$ cat src/rtl/id_ex_stage.sv
// ID/EX pipeline register feeding the ALU. It handles stall, flush and load-use bubbles,
// and forwards results from MEM and WB before the ALU operands are selected.
module id_ex_stage #(
  parameter int XLEN       = 32,
  parameter int REG_ADDR_W = 5
) (
  input  logic                         clk,
  input  logic                         rst,
  input  logic                         id_valid,
  input  logic [3:0]                   id_alu_op,
  input  logic [XLEN-1:0]              id_rs1_data,
  input  logic [XLEN-1:0]              id_rs2_data,
  input  logic [XLEN-1:0]              id_imm,
  input  logic [XLEN-1:0]              id_pc,
  input  logic [REG_ADDR_W-1:0]        id_rs1_addr,
  input  logic [REG_ADDR_W-1:0]        id_rs2_addr,
  input  logic [REG_ADDR_W-1:0]        id_rd_addr,
  input  logic                         id_rs1_used,
  input  logic                         id_rs2_used,
  input  logic [1:0]                   id_a_sel,
  input  logic                         id_b_sel,
  input  logic                         id_reg_write,
  input  logic                         id_mem_read,
  input  logic                         id_mem_write,
  input  logic                         stall,
  input  logic                         flush,
  input  logic [REG_ADDR_W-1:0]        mem_rd_addr,
  input  logic [REG_ADDR_W-1:0]        wb_rd_addr,
  input  logic                         mem_reg_write,
  input  logic                         wb_reg_write,
  input  logic [XLEN-1:0]              mem_result,
  input  logic [XLEN-1:0]              wb_result,
  output logic                         load_use_stall,
  output logic                         ex_valid,
  output logic [3:0]                   ex_alu_op,
  output logic signed [XLEN-1:0]       ex_in_a,
  output logic signed [XLEN-1:0]       ex_in_b,
  output logic [XLEN-1:0]              ex_store_data,
  output logic [XLEN-1:0]              ex_pc,
  output logic [REG_ADDR_W-1:0]        ex_rd_addr,
  output logic                         ex_reg_write,
  output logic                         ex_mem_read,
  output logic                         ex_mem_write
);

  localparam logic [3:0] ALU_ADD = 4'd0;

  logic                  valid_q, reg_write_q, mem_read_q, mem_write_q, b_sel_q;
  logic [3:0]            alu_op_q;
  logic [1:0]            a_sel_q;
  logic [XLEN-1:0]       rs1_q, rs2_q, imm_q, pc_q;
  logic [REG_ADDR_W-1:0] rs1_addr_q, rs2_addr_q, rd_addr_q;
  logic [XLEN-1:0]       fwd_rs1, fwd_rs2;
  logic                  bubble;

  always_comb begin
    fwd_rs1 = rs1_q;
    if (mem_reg_write && mem_rd_addr != '0 && mem_rd_addr == rs1_addr_q)
      fwd_rs1 = mem_result;
    else if (wb_reg_write && wb_rd_addr != '0 && wb_rd_addr == rs1_addr_q)
      fwd_rs1 = wb_result;
  end

  always_comb begin
    fwd_rs2 = rs2_q;
    if (mem_reg_write && mem_rd_addr != '0 && mem_rd_addr == rs2_addr_q)
      fwd_rs2 = mem_result;
    else if (wb_reg_write && wb_rd_addr != '0 && wb_rd_addr == rs2_addr_q)
      fwd_rs2 = wb_result;
  end

  assign load_use_stall = !stall && !flush && ex_valid && ex_mem_read && (ex_rd_addr != '0) &&
                          id_valid && ((id_rs1_used && id_rs1_addr == ex_rd_addr) ||
                                       (id_rs2_used && id_rs2_addr == ex_rd_addr));

  // load_use_stall is already gated by stall/flush, so flush always wins here
  assign bubble = flush || load_use_stall;

  always_ff @(posedge clk or posedge rst) begin
    if (rst) begin
      valid_q     <= 1'b0;
      alu_op_q    <= ALU_ADD;
      rs1_q       <= '0;
      rs2_q       <= '0;
      imm_q       <= '0;
      pc_q        <= '0;
      rs1_addr_q  <= '0;
      rs2_addr_q  <= '0;
      rd_addr_q   <= '0;
      a_sel_q     <= 2'd0;
      b_sel_q     <= 1'b0;
      reg_write_q <= 1'b0;
      mem_read_q  <= 1'b0;
      mem_write_q <= 1'b0;
    end else if (bubble) begin
      valid_q     <= 1'b0;
      alu_op_q    <= ALU_ADD;
      rs1_q       <= '0;
      rs2_q       <= '0;
      imm_q       <= '0;
      pc_q        <= '0;
      rs1_addr_q  <= '0;
      rs2_addr_q  <= '0;
      rd_addr_q   <= '0;
      a_sel_q     <= 2'd0;
      b_sel_q     <= 1'b0;
      reg_write_q <= 1'b0;
      mem_read_q  <= 1'b0;
      mem_write_q <= 1'b0;
    end else if (stall) begin
      // Capture forwarded operands so they survive the producer retiring during the hold
      rs1_q <= fwd_rs1;
      rs2_q <= fwd_rs2;
    end else begin
      valid_q     <= id_valid;
      alu_op_q    <= id_alu_op;
      rs1_q       <= id_rs1_data;
      rs2_q       <= id_rs2_data;
      imm_q       <= id_imm;
      pc_q        <= id_pc;
      rs1_addr_q  <= id_rs1_addr;
      rs2_addr_q  <= id_rs2_addr;
      rd_addr_q   <= id_rd_addr;
      a_sel_q     <= id_a_sel;
      b_sel_q     <= id_b_sel;
      reg_write_q <= id_reg_write & id_valid;
      mem_read_q  <= id_mem_read & id_valid;
      mem_write_q <= id_mem_write & id_valid;
    end
  end

  always_comb begin
    case (a_sel_q)
      2'd0:    ex_in_a = fwd_rs1;
      2'd1:    ex_in_a = pc_q;
      default: ex_in_a = '0;
    endcase
  end

  assign ex_in_b       = b_sel_q ? imm_q : fwd_rs2;
  assign ex_store_data = fwd_rs2;
  assign ex_valid      = valid_q;
  assign ex_alu_op     = alu_op_q;
  assign ex_pc         = pc_q;
  assign ex_rd_addr    = rd_addr_q;
  assign ex_reg_write  = reg_write_q & valid_q;
  assign ex_mem_read   = mem_read_q & valid_q;
  assign ex_mem_write  = mem_write_q & valid_q;

endmodule
$ cat config.mk
export PLATFORM = sky130hd
export DESIGN_NAME = id_ex_stage
export DESIGN_NICKNAME = d
export VERILOG_FILES = /design/src/rtl/id_ex_stage.sv
export SDC_FILE = /design/constraint.sdc
export NUM_CORES = 1
export LEC_CHECK = 0
export BUFFER_PORTS_ARGS = -buffer_cell sky130_fd_sc_hd__buf_2
export CAP_MARGIN = 20
export CORE_AREA = 2 2 148 150
export DETAILED_ROUTE_END_ITERATION = 7
export DIE_AREA = 0 0 150 152
export HOLD_SLACK_MARGIN = 0.15
export PLACE_DENSITY = 0.84
export SLEW_MARGIN = 15
export SYNTH_ARGS = -nofsm -noshare
export SYNTH_HDL_FRONTEND = slang
export SYNTH_SLANG_ARGS = --single-unit
$ cat constraint.sdc
create_clock -name clk -period 8.2 [get_ports clk]
set_input_delay 1.23 -clock clk [delete_from_list [all_inputs] [get_ports clk]]
set_output_delay 1.23 -clock clk [all_outputs]
set_load 0.02 [all_outputs]
==> results.yml <==
status:
  outcome: "complete, no violations"
worst_setup_path:
  reg2regPathDepth: 6
  crit_chain: "buf_2, nor3_1, a211o_1, buf_4, or2_2, buf_4, a31oi_1, mux2_2, buf_2"
  crit_path_end: "ex_in_b[27]"
  crit_start: "mem_rd_addr[0]"
  critPathArrivalTime_ps: 3840
  reg2reg_to: "rs2_q[16]"
  r2r_slack_ps: 5100
  critPathKind: "in2out"
  max_stage_delay_ps: 510
  crit_slowest_cell: "buf_4"
  cp-end-kind: "output port"
  crit_fanout: 64
  crit_required_ps: 6970
  startpoint_type: "input pin"
  timing.rr.start: "ex_rd_addr[3]"
routing:
  firstDrtPassIters: 8
  drc: 0
  viasPerCell: 6.20
  vias: 10500
  wl_mm: 36.4
  ant_nets: 0
  avgRoutedWirePerCell_um: 21.5
  first_iter_violations: 1397
synthesis:
  netlist-cell-type-count: 40
  yosysWarningCount: 0
  ys_seq_area_share_pct: 38.4
  synth.area.top_cells: "dfrtp_1 38%, mux2i_1 8.6%, o311ai_0 4.4%"
  ys_top_cells_by_count: "154 x dfrtp_1, 94 x nor2_1, 86 x clkbuf_1, 86 x mux2i_1, 68 x nand2_1"
  synth.most_common_cell: "dfrtp_1"
  ys_ff_latch: 154
  ys_async_sr_fraction_pct: 100
  ys.flop_type: "dfrtp_1"
  postSynthCellCount: 1096
  avgSynthCellArea_um2: 9.16
  synth_area_um2: 10000
  synth_fp_nets: 1332
  yosysTopAreaCell: "dfrtp_1"
  synth_edf_count: 0
  synth_top_area_share_pct: 38.4
clock_tree:
  clock_latency_ps: 430
  cts_buffer_depth: 2
  cts_resized: 0
  ctsHoldBuffers: 0
  path_clk_slew_ps: 70
  root_buffer: "clkbuf_16"
  htree_levels: 4
  cts-buffers-inserted: 17
  cts_tree: "yes"
  numClockSinks: 154
  postCtsSetupBuffers: 0
timing:
  fin_tns_setup_ps: 0
  drv_slew: 0
  fmax_mhz: 197
  finalCritPeriodShare_pct: 61.8
  setup_ws_ps: 3130
  hold_viol: 0
  rsz0062_at_grt: "no"
  relSlewSlack_pct: 23.8
  tightest_slew_ps: 1140
  setup_viol: 0
  fin_crit_ps: 5070
  finClkSkew_ps: 8.94
cells_and_area:
  fin_util_pct: 58.9
  drive_above_1_share_pct: 35.4
  synthToLayoutAreaGrowth_pct: 25.3
  layout.nets: 1627
global_route:
  grt_overflow: 0
  grt_usage_pct: 30.7
  grt_max_degree: 94
  grt_pass1_vias: 9761
  grt_antenna_before_repair: 9
  grt_pass1_wl_mm: 54.7
floorplanning:
  rows: 54
  ios: 378
  die_area_um2: 22800
  start_util_pct: 47.0
  core_area_um2: 21400
  die_x_um: 150
  die_h_um: 152
placement:
  place_congestion: 0.970
  dp_hpwl_mm: 25.9
  place_ws_ps: 3200
  port_buffers: 377
run:
  maxCapViolCount: 0
power:
  p_leak_nw: 6.11
  powerDensity_nw_per_um2: 169
  ir_worst_vdd_mv: 0.137
min_path:
  min_path_type: "reg2reg"
-- stage by stage --
step | area (um^2) | power (W) | instances | hold WS (ps)
after floorplan | 10000 | 0.00116 | 1096 | 484
after global placement | 12000 | 0.00135 | 1651 | 496
after detailed placement | 12000 | 0.00136 | 1651 | 509
after CTS | 12500 | 0.00213 | 1683 | 525
after global routing | 12600 | 0.00222 | 1692 | 555
final | 12600 | 0.00213 | 1693 | 517
-- worst min-delay path by stage --
stage / startpoint / to / depth (start not counted)
2_1_floorplan: imm_q[0] / imm_q[0] / 2
3_3_place_gp: imm_q[0] / imm_q[0] / 2
3_5_place_dp: imm_q[26] / imm_q[26] / 2
4_1_cts: imm_q[27] / imm_q[27] / 2
5_1_grt: imm_q[11] / imm_q[11] / 2
6_report: imm_q[26] / imm_q[26] / 2
-- cell usage in the layout, fill, tap and decap left out, types with 3 or more instances in the layout --
cell          n
buf_2       376
dfrtp_1     154
nor2_1       93
mux2i_1      86
nand2_1      68
a21oi_1      65
a31oi_1      64
o311ai_0     50
nor3_1       34
nor2b_1      33
inv_1        33
and4_1       33
nand3b_1     32
o31ai_1      32
a311oi_1     32
mux2_2       32
nand4_1      28
xnor2_1      21
buf_4        19
o21ba_2      18
clkbuf_16    17
o311ai_1     14
o21ba_1      14
diode_2       9
xor2_1        9
nand4_2       8
inv_6         5
and2_1        4
clkinvlp_4    4
a22oi_1       3
clkinv_4      3
-- layout make-up --
cell class / instances / area (um^2)
antenna: 9 / 22.5
sequential: 154 / 3850
fill: 1876 / 8780
clock buffer: 18 / 429
tap: 280 / 350
multi-input combinational: 786 / 5580
clock inverter: 14 / 138
timing repair buffer: 397 / 2060
inverter: 35 / 136
-- where the power goes --
part | internal [W] | total (W) | leakage, nW | switching, W
combinational | 0.000192 | 0.000522 | 3.79 | 0.000330
clock | 0.000425 | 0.000778 | 0.266 | 0.000353
sequential | 0.000802 | 0.000831 | 2.05 | 0.0000284
-- critical path: cells and delay by family --
kind / cells / cell delay (ps)
compound gates: 2 / 530
buf+inv: 4 / 1120
mux: 1 / 350
simple gates: 2 / 570
-- logic make-up (layout without fill, tap and decap cells) --
kind of cell / Yosys count / in the layout / share of synthesized area [%]
buffers and inverters: 156 / 464 / 6.36
AND/OR/NAND/NOR: 340 / 340 / 18.5
other: 0 / 9 / 0
XOR/XNOR: 30 / 30 / 2.62
AO/OA/AOI/OAI: 298 / 298 / 21.9
flip-flops: 154 / 154 / 38.4
multiplexers: 118 / 118 / 12.2
-- registers in the layout, indices dropped and copies added (netlist names) --
| name | cells |
|---|---|
| reg_write_q | 1 |
| mem_write_q | 1 |
| ex_valid | 1 |
| b_sel_q | 1 |
| rs2_q | 32 |
| a_sel_q | 2 |
| imm_q | 32 |
| rs2_addr_q | 5 |
| ex_pc | 32 |
| rs1_addr_q | 5 |
| ex_alu_op | 4 |
| mem_read_q | 1 |
| ex_rd_addr | 5 |
| rs1_q | 32 |
-- layer usage --
| metal | track usage [%] | vias to the layer above | share of wire (%) |
|---|---|---|---|
| li1 | - | 4713 | - |
| met1 | 44.3 | 5068 | 42 |
| met2 | 47.2 | 637 | 46 |
| met3 | 4.47 | 72 | 9.2 |
| met4 | 10.2 | 0 | 2.8 |
| met5 | 0 | - | 0 |
No activity file was read; power rests on OpenSTA's default activity.
